### src/rtl/uart_tx.sv
// uart_tx: 8N1 serializer with configurable extra stop bits and a cts/req byte handshake.
module uart_tx #(
  parameter int CLKS_PER_BIT    = 3,
  parameter int EXTRA_STOP_BITS = 7
) (
  input  logic       clk,
  input  logic       rst_n,
  input  logic [7:0] i_data,
  input  logic       i_req,
  output logic       o_serial,
  output logic       o_cts,
  output logic       o_idle
);
  localparam int TW = CLKS_PER_BIT > 1 ? $clog2(CLKS_PER_BIT) : 1;
  localparam int SW = EXTRA_STOP_BITS > 0 ? $clog2(EXTRA_STOP_BITS + 1) : 1;
  localparam logic [TW-1:0] TICK_MAX = TW'(CLKS_PER_BIT - 1);
  localparam logic [SW-1:0] STOP_MAX = SW'(EXTRA_STOP_BITS);
  typedef enum logic [1:0] {IDLE, START, DATA, STOP} state_t;
  state_t state_q, state_d;
  logic [TW-1:0] tick_q, tick_d;
  logic [2:0] bit_idx_q, bit_idx_d;
  logic [SW-1:0] stop_cnt_q, stop_cnt_d;
  logic [7:0] shreg_q, shreg_d;
  logic tick_end, accept;
  assign tick_end = tick_q == '0;
  assign o_serial = state_q == START ? 1'b0 : state_q == DATA ? shreg_q[0] : 1'b1;
  assign o_idle   = state_q == IDLE;
  // cts also opens on the final stop-bit cycle so frames can run back-to-back
  assign o_cts    = o_idle || (state_q == STOP && stop_cnt_q == STOP_MAX && tick_end);
  assign accept   = i_req && o_cts;
  always_comb begin
    state_d    = state_q;
    tick_d     = tick_q;
    bit_idx_d  = bit_idx_q;
    stop_cnt_d = stop_cnt_q;
    shreg_d    = shreg_q;
    if (accept) begin
      state_d    = START;
      tick_d     = TICK_MAX;
      bit_idx_d  = '0;
      stop_cnt_d = '0;
      shreg_d    = i_data;
    end else if (state_q != IDLE) begin
      tick_d = tick_end ? TICK_MAX : tick_q - TW'(1);
      if (tick_end) begin
        unique case (state_q)
          START: state_d = DATA;
          DATA: begin
            shreg_d   = shreg_q >> 1;
            bit_idx_d = bit_idx_q + 3'd1;
            state_d   = bit_idx_q == 3'd7 ? STOP : DATA;
          end
          STOP: begin
            stop_cnt_d = stop_cnt_q + SW'(1);
            state_d    = stop_cnt_q == STOP_MAX ? IDLE : STOP;
          end
          default: state_d = IDLE;
        endcase
      end
    end
  end
  always_ff @(posedge clk or negedge rst_n) begin
    if (!rst_n) begin
      state_q    <= IDLE;
      tick_q     <= '0;
      bit_idx_q  <= '0;
      stop_cnt_q <= '0;
      shreg_q    <= '0;
    end else begin
      state_q    <= state_d;
      tick_q     <= tick_d;
      bit_idx_q  <= bit_idx_d;
      stop_cnt_q <= stop_cnt_d;
      shreg_q    <= shreg_d;
    end
  end
endmodule
### config.mk
export PLATFORM = sky130hd
export DESIGN_NAME = uart_tx
export DESIGN_NICKNAME = d
export VERILOG_FILES = /design/src/rtl/uart_tx.sv
export SDC_FILE = /design/constraint.sdc
export NUM_CORES = 1
export LEC_CHECK = 0
export CORE_MARGIN = 2
export CORE_UTILIZATION = 46
export CTS_CLUSTER_SIZE = 8
export DETAILED_ROUTE_END_ITERATION = 12
export PLACE_DENSITY = 0.73
export SLEW_MARGIN = 20
export SYNTH_ARGS = -nofsm -noshare
export SYNTH_HDL_FRONTEND = slang
export SYNTH_SLANG_ARGS = --single-unit
### constraint.sdc
create_clock -name clk -period 2 [get_ports clk]
set_input_delay 0.3 -clock clk [delete_from_list [all_inputs] [get_ports clk]]
set_output_delay 0.3 -clock clk [all_outputs]
set_load 0.05 [all_outputs]
==> reports/qor.txt, run 1 <==
Lkg Pwr: 0.554 nW
DRT iter0 DRCs: 28
Dpl hpwl: 1620 um
Filler cell count: 195
Power Density: 1440 nW/um2
CP Launch Type: flop
Reg2reg setup slack: 270 ps
Pins over their slew limit: 0
WL final: 2270 um
Setup Viol. Count Final: 0
Average wire per standard cell: 15.3 um
Final Hold Fails: 0
Final nets: 138
XOR/XNOR share of the synthesized area: 0.806%
Antenna violations before repair: 0
Min-delay worst type: in2async
Worst Setup End Kind: output pin
Global-route wire length before repair: 3940 um
Syn nets: 121
TritonRoute pass-1 iters: 4
Die X-Extent: 52.6 um
CTS tree: yes
Synthesized instance count: 104
Worst-margin pin slew: 410 ps
R2r worst-path depth: 7
Worst Path Arrival: 1620 ps
IO Port Bufs: 13
Compound-Gate Fraction of Synth Area: 30.0%
Detailed-route via count: 868
Synth Area in Simple Gates: 8.76%
Largest family of logic cells by synthesized area: compound AO/OA/AOI/OAI gates
Yosys warnings: 0
H-tree levels: 1
Final TNS setup: 0 ps
Design area: 1320 um2
Status: completed
Yosys cell types: 33
Placer Congestion: 0.770
Mux cell area share after synthesis: 4.26%
Worst-case clock buffer depth: 2
Boundary Pins: 14
Maximum vdd drop: 0.813 mV
Clk root buf: clkbuf_4
Yosys reg bits: 18
Average cell area after synthesis: 10.4 um2
Post-DR vias/cell: 5.86
Core ar.: 2210 um2
Antenna violation net count after detailed routing: 0
Sequential-to-total area share from yosys stat: 41.5%
Vias in the first global route: 857
Worst-Skew Late Latency: 310 ps
Synthesized-area fraction occupied by adder cells: 6.91%
Final Cycle Share: 96.2%
Layout cells sized above 1: 21.7%
Util after Layout: 59.7%
Max Clock Skew: 13.3 ps
Reg clk slew, reported paths: 110 ps
WS Path Type: reg2out
# clock sinks: 18
Largest net degree at the start of global routing: 19
Total chip power: 1.90 mW
Reg2reg start: stop_cnt_q[0]
Rel. slew slack: 72.7%
FMAX: 520 MHz
CTS buffer count: 3
Area after DPL: 1250 um2
Area grow syn2layout: 21.5%
Worst-path maximum fanout: 2
Antenna diodes: 0
Reg2Reg Capture Point: shreg_q[6]
Initial Utilization: 49.1%
RSZ-0062 raised after global routing: no
Post-synthesis cell area: 1090 um2
Die Ht: 52.6 um
Grt ovf: 0
Tot GR Track Use: 19.6%
Max Cap Viol: 0
Hold slack: 303 ps
Die Outline Area: 2770 um2
Clock period minus worst slack: 1920 ps
Required time worst endpoint: 1700 ps
# rows: 17
Post-route DRC: 0
==> registers in the layout, summed over array words and instances, names as in the netlist <==
| signal | count |
|---|---|
| stop_cnt_q | 3 |
| shreg_q | 8 |
| bit_idx_q | 3 |
| tick_q | 2 |
| state_q | 2 |
==> what timing repair did <==
action / in CTS / in global routing
buffers inserted: 1 / 1
setup endpoints to repair: 1 / 1
gates cloned: 0 / 0
hold buffers: 0 / 0
resized for setup: 6 / 0
==> cells in the final DEF, fill, tap and decap left out <==
cell             count
o21ai_0              1
a31oi_2              1
nor3_1               2
and4_1               2
dfrtp_1             18
o21a_1               1
mux2_2               1
ha_1                 3
o22ai_1              1
a22o_1               3
ha_2                 3
a31oi_1              7
a211oi_1             9
mux2_4               1
nand3_2              1
a21oi_2              1
mux2i_1              2
a22oi_1              1
o211ai_1            13
inv_1                5
clkdlybuf4s50_1     10
nand2_1              2
and3_1               2
or3b_1               1
xor2_1               1
or2_4                1
buf_8                1
buf_12               2
clkbuf_8             1
buf_4                8
o211ai_2             1
clkinv_1             1
nor2_1               6
a21o_4               1
clkbuf_4             3
a21oi_1              3
==> kinds of logic (layout without fill, tap and decap cells) <==
logic type | after synthesis | count (layout)
buf+inv | 15 | 31
mux | 4 | 4
fa+ha+maj | 6 | 6
flops | 18 | 18
simple gates | 17 | 17
compound gates | 43 | 43
xor+xnor | 1 | 1
==> where the power goes <==
part | internal, mW | switching, mW | leakage (nW)
combinational | 0.456 | 0.530 | 0.327
sequential | 0.533 | 0.148 | 0.206
clock | 0.111 | 0.119 | 0.0210
total | 1.10 | 0.796 | 0.554
==> worst max-delay path by stage <==
stage                              from          to  slack, ps  cells past startpoint
final                     stop_cnt_q[0]       o_cts         80                      5
after global routing      stop_cnt_q[0]       o_cts          5                      5
after CTS                 stop_cnt_q[0]       o_cts         40                      5
after detailed placement          i_req  shreg_q[5]        160                      4
after global placement            i_req  shreg_q[4]        210                      4
after floorplan           stop_cnt_q[0]       o_cts        180                      5
==> per-stage QoR <==
| stage | instances | worst slack [ps] |
|---|---|---|
| after floorplan | 104 | 182 |
| after global placement | 142 | 208 |
| after detailed placement | 142 | 164 |
| after CTS | 147 | 35.3 |
| after global routing | 148 | 4.86 |
| final | 148 | 76.3 |
==> cell usage after synthesis (all sizes together) <==
| master | n | area share, % |
|---|---|---|
| a22oi | 1 | 0.69 |
| inv | 5 | 1.7 |
| o211ai | 14 | 10 |
| o21a | 1 | 0.69 |
| nand2 | 2 | 0.69 |
| or2 | 1 | 0.58 |
| a22o | 3 | 2.4 |
| or3b | 1 | 0.81 |
| nor2 | 6 | 2.1 |
| nand3 | 1 | 0.92 |
| a31oi | 8 | 5.2 |
| o21ai | 1 | 0.46 |
| mux2 | 2 | 2.4 |
| and4 | 2 | 1.6 |
| buf | 8 | 5.3 |
| clkinv | 1 | 0.35 |
| mux2i | 2 | 1.8 |
| dfrtp | 18 | 41 |
| ha | 6 | 6.9 |
| nor3 | 2 | 0.92 |
| a211oi | 9 | 6.2 |
| o22ai | 1 | 0.58 |
| a21o | 1 | 1.4 |
| clkbuf | 1 | 0.46 |
| xor2 | 1 | 0.81 |
| a21oi | 4 | 2.2 |
| and3 | 2 | 1.2 |
==> critical path: stages, from the launching register on <==
cell     delay [ps]
dfrtp_1         400
ha_2            190
ha_2            170
and4_1          190
or2_4           230
buf_8           150
==> area by class of cell <==
| cell class | instances | area, um2 | share of cell area [%] |
|---|---|---|---|
| clock buffer | 4 | 36.3 | 2.75 |
| inverter | 6 | 22.5 | 1.71 |
| multi-input combinational | 71 | 561 | 42.5 |
| sequential | 18 | 450 | 34.1 |
| tap | 28 | 35.0 | 2.65 |
| timing repair buffer | 21 | 215 | 16.3 |
==> metal layers <==
| layer | GRT usage, % | vias to the layer above | share of wire (%) | wire, um |
|---|---|---|---|---|
| met5 | 0 | - | 0 | 0 |
| met4 | 5.13 | 0 | 0.53 | 12 |
| met3 | 6.29 | 2 | 3.7 | 85 |
| met2 | 29.0 | 14 | 46 | 1040 |
| met1 | 27.6 | 418 | 50 | 1130 |
| li1 | - | 434 | - | - |
Note: power is estimated with default switching activity, not from simulation.
==> inputs of run 2 (changes only) <==
--- a/config.mk
+++ b/config.mk
@@ -9,6 +9,7 @@
 export CORE_UTILIZATION = 46
 export CTS_CLUSTER_SIZE = 8
 export DETAILED_ROUTE_END_ITERATION = 12
+export GPL_TIMING_DRIVEN = 0
 export PLACE_DENSITY = 0.73
 export SLEW_MARGIN = 20
 export SYNTH_ARGS = -nofsm -noshare
==> run 2 against run 1 <==
Compared with the run above:
- global-route usage down 0.31 points
- sequential cell count unchanged
- clock power about the same
- critical path depth unchanged
- first-iteration DRC count down 29%
- critical endpoint unchanged
==> reports/qor.txt, run 2 (synthesis results as in run 1) <==
Clock period minus worst slack: 1970 ps (was 1920 ps)
Post-route DRC: 0 (unchanged)
Top flop regs: shreg_q x8, bit_idx_q x3, stop_cnt_q x3 (unchanged)
Die X-Extent: 52.6 um (unchanged)
Worst Path Arrival: 1670 ps (was 1620 ps)
FMAX: 507 MHz (was 520 MHz)
Global-route wire length before repair: 3900 um (was 3940 um)
H-tree levels: 1 (unchanged)
CTS tree: yes (unchanged)
Slowest cell on the critical path: dfrtp_1 (unchanged)
Final TNS setup: 0 ps (unchanged)
Status: completed (unchanged)
Worst-margin pin slew: 843 ps (was 410 ps)
Lkg Pwr: 0.579 nW (was 0.554 nW)
Max reg flops: 8 (unchanged)
Clk root buf: clkbuf_4 (unchanged)
Placer Congestion: 0.739 (was 0.770)
Max Clock Skew: 4.77 ps (was 13.3 ps)
P_int: 1.13 mW (was 1.10 mW)
RSZ-0062 raised after global routing: yes (was no)
Hold Buf Count CTS: 0 (unchanged)
Gate power share: 54.7% (was 52.0%)
Layout cells sized above 1: 27.0% (was 21.7%)
WS Path Type: reg2out (unchanged)
Worst-path maximum fanout: 7 (was 2)
DRT iter0 DRCs: 20 (was 28)
Die Ht: 52.6 um (unchanged)
Average wire per standard cell: 15.4 um (was 15.3 um)
Min-delay worst type: in2reg (was in2async)
Rel. slew slack: 43.6% (was 72.7%)
Reg with most FFs: shreg_q (unchanged)
Psw: 804 uW (was 796 uW)
# clock sinks: 18 (unchanged)
Sw Ratio: 41.6% (was 42.0%)
# rows: 17 (unchanged)
Largest stage delay, worst path: 400 ps (about the same)
Clk pwr share: 12.0% (was 12.1%)
Pins over their slew limit: 0 (unchanged)
TritonRoute pass-1 iters: 4 (unchanged)
Largest net degree at the start of global routing: 19 (unchanged)
WL final: 2380 um (was 2270 um)
Detailed-route via count: 928 (was 868)
Core ar.: 2210 um2 (unchanged)
Worst Setup End Kind: output pin (unchanged)
Required time worst endpoint: 1700 ps (about the same)
Power Density: 1440 nW/um2 (about the same)
Reg2reg setup slack: 190 ps (was 270 ps)
Post-DR vias/cell: 6.03 (was 5.86)
Die Outline Area: 2770 um2 (unchanged)
IO Port Bufs: 12 (was 13)
Tot GR Track Use: 19.3% (was 19.6%)
Reg clk slew, reported paths: 100 ps (was 110 ps)
Max Cap Viol: 0 (unchanged)
CTS buffer count: 3 (unchanged)
Maximum vdd drop: 0.921 mV (was 0.813 mV)
Antenna diodes: 0 (unchanged)
Area grow syn2layout: 24.1% (was 21.5%)
Grt ovf: 0 (unchanged)
Setup Viol. Count Final: 0 (unchanged)
Antenna violations before repair: 0 (unchanged)
Dpl hpwl: 1590 um (was 1620 um)
Final Hold Fails: 0 (unchanged)
Worst-case clock buffer depth: 2 (unchanged)
Most frequent cells in the layout: 17 x dfrtp_1, 13 x o211ai_1, 9 x buf_4, 9 x a211oi_1, 9 x clkdlybuf4s50_1 (was 18 x dfrtp_1, 13 x o211ai_1, 10 x clkdlybuf4s50_1)
Final Cycle Share: 98.6% (was 96.2%)
Vias in the first global route: 801 (was 857)
Reg power frac: 33.3% (was 35.9%)
Final nets: 144 (was 138)
Worst-Skew Late Latency: 300 ps (was 310 ps)
Boundary Pins: 14 (unchanged)
Initial Utilization: 49.1% (unchanged)
Util after Layout: 60.9% (was 59.7%)
Commonest non-fill, non-tap cell in the layout: dfrtp_1 (unchanged)
Antenna violation net count after detailed routing: 0 (unchanged)
Crit-path cells: ha_2, ha_4, and4_4, or2_4, buf_8 (was ha_2, ha_2, and4_1, or2_4, buf_8)
CP Launch Type: flop (unchanged)
[run 2: cell types whose count changed in the layout (fill, tap and decap cells not counted), moves of 2 or more]
cell	change
buf_2	+4
buf_6	+2
buf_12	-2
ha_2	-2
[run 2: repair_timing]
item                                    CTS  global route
endpoints found under the setup margin    3             3
gates resized for setup                  16             7
pin swaps                                 1             2
buffers inserted                          1             6
[run 2: power by group through the flow]
stage	clock network, mW	logic, mW	registers (mW)
after floorplan	0	0.769	0.617
after global placement	0	0.941	0.637
after detailed placement	0	0.973	0.648
after CTS	0.237	0.998	0.639
after global routing	0.249	1.18	0.666
final	0.232	1.06	0.645
[run 2: through the flow]
step | std cells | power, mW | instance area (um2) | hold slack, ps | setup slack [ps]
after floorplan | 104 | 1.39 | 1090 | 4.41 | 182
after global placement | 144 | 1.58 | 1240 | 493 | -471
after detailed placement | 144 | 1.62 | 1240 | 502 | -484
after CTS | 148 | 1.87 | 1290 | 331 | -57.1
after global routing | 154 | 2.10 | 1350 | 366 | -17.1
final | 154 | 1.94 | 1350 | 332 | 28.1
[run 2: final timing paths]
path	from	end	depth (start not counted)
setup / recovery	stop_cnt_q[1]	o_cts	5
hold / removal	i_req	state_q[0]	3
setup reg to reg	stop_cnt_q[1]	shreg_q[7]	7
hold reg to reg	bit_idx_q[2]	bit_idx_q[2]	1
max in group asynchronous	rst_n	state_q[1]	1
min in group asynchronous	rst_n	shreg_q[0]	1
[run 2: area by class of cell]
class | instances | area, um2
fill | 194 | 865
multi-input combinational | 71 | 571
buffer | 8 | 57.6
clock buffer | 4 | 36.3
timing repair buffer | 19 | 174
sequential | 18 | 452
tap | 28 | 35.0
inverter | 6 | 22.5
[run 2: layer usage]
| metal | vias to the layer above | part of all wire (%) | global-route usage (%) |
|---|---|---|---|
| met3 | 5 | 5.6 | 5.14 |
| li1 | 449 | - | - |
| met5 | - | 0 | 0 |
| met2 | 26 | 47 | 30.0 |
| met4 | 0 | 1.1 | 5.13 |
| met1 | 448 | 46 | 26.4 |
[run 2: worst max-delay path: cells and delay by family (launching register included)]
kind	cells	cell delay [ps]
flops	1	400
simple gates	2	450
fa+ha+maj	2	370
buf+inv	1	150
==> inputs of run 3 (changes only) <==
--- a/config.mk
+++ b/config.mk
@@ -5,12 +5,16 @@
 export SDC_FILE = /design/constraint.sdc
 export NUM_CORES = 1
 export LEC_CHECK = 0
+export ABC_AREA = 0
+export CELL_PAD_IN_SITES_DETAIL_PLACEMENT = 0
+export CELL_PAD_IN_SITES_GLOBAL_PLACEMENT = 1
 export CORE_MARGIN = 2
-export CORE_UTILIZATION = 46
+export CORE_UTILIZATION = 42
 export CTS_CLUSTER_SIZE = 8
 export DETAILED_ROUTE_END_ITERATION = 12
 export GPL_TIMING_DRIVEN = 0
-export PLACE_DENSITY = 0.73
+export PLACE_DENSITY = 0.82
+export SETUP_SLACK_MARGIN = 0.5
 export SLEW_MARGIN = 20
 export SYNTH_ARGS = -nofsm -noshare
 export SYNTH_HDL_FRONTEND = slang
==> run 3 against run 2 <==
Compared with the run above:
- the run now ends with setup timing left
- sequential cell count is the same
- utilization grew 13 points
- count of clock-buffer cells in the layout is the same
- global-route usage grew 3.5 points
- worst hold slack improved by 1.0 ps
- worst setup slack worse by 71 ps
- critical path depth is 2 higher
- wire length is 54% higher
- clock power barely moved
- sequential power up 3%
- die area increased by 8.8%
- critical path type unchanged
- highest routed layer unchanged
==> reports/qor.txt, run 3 (synthesis results as in run 1) <==
Detailed-route via count: 1083 (was 928)
Gate power share: 67.2% (was 54.7%)
Antenna diodes: 0 (unchanged)
RSZ-0062 raised after global routing: yes (unchanged)
# rows: 18 (was 17)
Clock period minus worst slack: 2040 ps (was 1970 ps)
Sw Ratio: 42.4% (was 41.6%)
Max Cap Viol: 0 (unchanged)
IO Port Bufs: 12 (unchanged)
Top flop regs: shreg_q x8, bit_idx_q x3, stop_cnt_q x3 (unchanged)
Boundary Pins: 14 (unchanged)
Worst-path maximum fanout: 2 (was 7)
Clk root buf: clkbuf_4 (unchanged)
Min-delay src: i_req (unchanged)
Antenna violation net count after detailed routing: 0 (unchanged)
Reg clk slew, reported paths: 110 ps (was 100 ps)
Die Ht: 54.9 um (was 52.6 um)
Largest net degree at the start of global routing: 19 (unchanged)
Maximum vdd drop: 0.860 mV (was 0.921 mV)
Most frequent CP cell: buf_6
FF/Latch Area: 450 um2 (was 452 um2)
Worst-case clock buffer depth: 2 (unchanged)
Layout cells sized above 1: 52.3% (was 27.0%)
WL final: 3660 um (was 2380 um)
Die X-Extent: 54.9 um (was 52.6 um)
Setup ws final: -42.5 ps (was 28.1 ps)
Vias in the first global route: 1011 (was 801)
Multi-input logic area: 738 um2 (was 571 um2)
CTS tree: yes (unchanged)
Psw: 1.15 mW (was 804 uW)
Hold Buf Count CTS: 0 (unchanged)
Design area: 1810 um2 (was 1350 um2)
Grt ovf: 0 (unchanged)
Area after DPL: 1260 um2 (was 1240 um2)
Power Density: 1500 nW/um2 (was 1440 nW/um2)
Worst Setup End Kind: output pin (unchanged)
Status: finished, violations left (was completed)
Die Outline Area: 3010 um2 (was 2770 um2)
WS Path Type: reg2out (unchanged)
Commonest non-fill, non-tap cell in the layout: buf_6 (was dfrtp_1)
Crit-path cells: inv_2, ha_4, buf_6, and4_4, buf_6, or2_4, buf_8 (was ha_2, ha_4, and4_4, or2_4, buf_8)
Pins over their slew limit: 0 (unchanged)
H-tree levels: 1 (unchanged)
Failing checks: setup timing
Worst-Skew Late Latency: 300 ps (about the same)
Initial Utilization: 44.2% (was 49.1%)
Min-delay worst type: in2reg (unchanged)
Reg2reg start: tick_q[1] (was stop_cnt_q[1])
Crit path launch: tick_q[1] (was stop_cnt_q[1])
Final nets: 173 (was 144)
Worst Path Arrival: 1740 ps (was 1670 ps)
Max reg flops: 8 (unchanged)
Largest stage delay, worst path: 400 ps (about the same)
Post-route DRC: 0 (unchanged)
Lkg Pwr: 0.759 nW (was 0.579 nW)
Worst-margin pin slew: 819 ps (was 843 ps)
P_int: 1.57 mW (was 1.13 mW)
Reg power frac: 24.3% (was 33.3%)
Post-DR vias/cell: 5.85 (was 6.03)
Dpl hpwl: 1650 um (was 1590 um)
Area grow syn2layout: 66.8% (was 24.1%)
Placer Congestion: 0.773 (was 0.739)
# clock sinks: 18 (unchanged)
Tot GR Track Use: 22.8% (was 19.3%)
Core ar.: 2450 um2 (was 2210 um2)
Most frequent cells in the layout: 23 x buf_6, 18 x dfrtp_1, 18 x buf_4 (was 17 x dfrtp_1, 13 x o211ai_1, 9 x buf_4, 9 x a211oi_1, 9 x clkdlybuf4s50_1)
Max Clock Skew: 1.34 ps (was 4.77 ps)
CTS buffer count: 3 (unchanged)
Global-route wire length before repair: 4860 um (was 3900 um)
Final Hold Fails: 0 (unchanged)
Required time worst endpoint: 1700 ps (about the same)
DRT iter0 DRCs: 27 (was 20)
CP Launch Type: flop (unchanged)
Filler cell count: 155 (was 194)
FMAX: 490 MHz (was 507 MHz)
Slowest cell on the critical path: dfrtp_1 (unchanged)
Util after Layout: 73.8% (was 60.9%)
TritonRoute pass-1 iters: 4 (unchanged)
Final Cycle Share: 102% (was 98.6%)
Clk pwr share: 8.4% (was 12.0%)
Average wire per standard cell: 19.8 um (was 15.4 um)
Rel. slew slack: 45.2% (was 43.6%)
Antenna violations before repair: 0 (unchanged)
Reg with most FFs: shreg_q (unchanged)
Hold slack: 333 ps (was 332 ps)
Setup Viol. Count Final: 1 (was 0)
## run 3: cell count changes in the layout (fill, tap and decap cells not counted), moves of 3 or more
cell / previous run / this run
buf_6: 2 / 23
buf_2: 4 / 1
buf_4: 9 / 18
inv_1: 5 / 2
a211oi_1: 9 / 2
a211oi_2: 0 / 6
## run 3: cell type report
| cell class | count | area share [%] |
|---|---|---|
| timing repair buffer | 45 | 24.0 |
| tap | 30 | 2.07 |
| sequential | 18 | 24.9 |
| multi-input combinational | 73 | 40.7 |
| buffer | 9 | 4.90 |
| inverter | 6 | 1.38 |
| clock buffer | 4 | 2.00 |
## run 3: repair_timing
| item | CTS | global route |
|---|---|---|
| pin swaps | 17 | 15 |
| setup buffers | 21 | 11 |
| cloned | 2 | 1 |
| resized for setup | 62 | 16 |
| setup endpoints to repair | 15 | 21 |
## run 3: power by group through the flow
stage               Sequential, mW  Combinational (mW)  Clock [mW]
floorplan                    0.618               0.784           0
global placement             0.635               0.966           0
detailed placement           0.646               0.994           0
CTS                          0.655                1.46       0.233
global route                 0.679                1.96       0.254
finish                       0.662                1.83       0.230
## run 3: metrics by stage
step	worst slack (ps)	setup TNS (ps)	instances	total power [mW]
detailed placement	-356	-457	146	1.64
global placement	-352	-464	146	1.60
CTS	9.34	0	173	2.35
global route	-100	-100	185	2.89
finish	-42.5	-42.5	185	2.72
floorplan	329	0	104	1.40
## run 3: routing by layer
metal	routed length [um]	up-vias	global-route usage, %
li1	-	508	-
met1	1540	536	31.3
met2	1840	29	37.3
met3	166	10	4.92
met4	100	0	3.33
met5	0	-	0
## run 3: path summary, 6_finish.rpt
path / end / slack (ps) / cells past startpoint
max in group asynchronous: shreg_q[2] / 1030 / 1
min: state_q[0] / 330 / 3
min reg2reg: bit_idx_q[2] / 530 / 1
min in group asynchronous: tick_q[0] / 460 / 1
max: o_cts / -40 / 7
max reg2reg: shreg_q[1] / 60 / 10
## run 3: critical path: cells and delay by family, from the launching register on
| kind | cells | cell delay [ps] |
|---|---|---|
| AND/OR/NAND/NOR | 2 | 430 |
| flip-flops | 1 | 400 |
| buffers and inverters | 4 | 460 |
| adder cells (fa/ha/maj) | 1 | 160 |
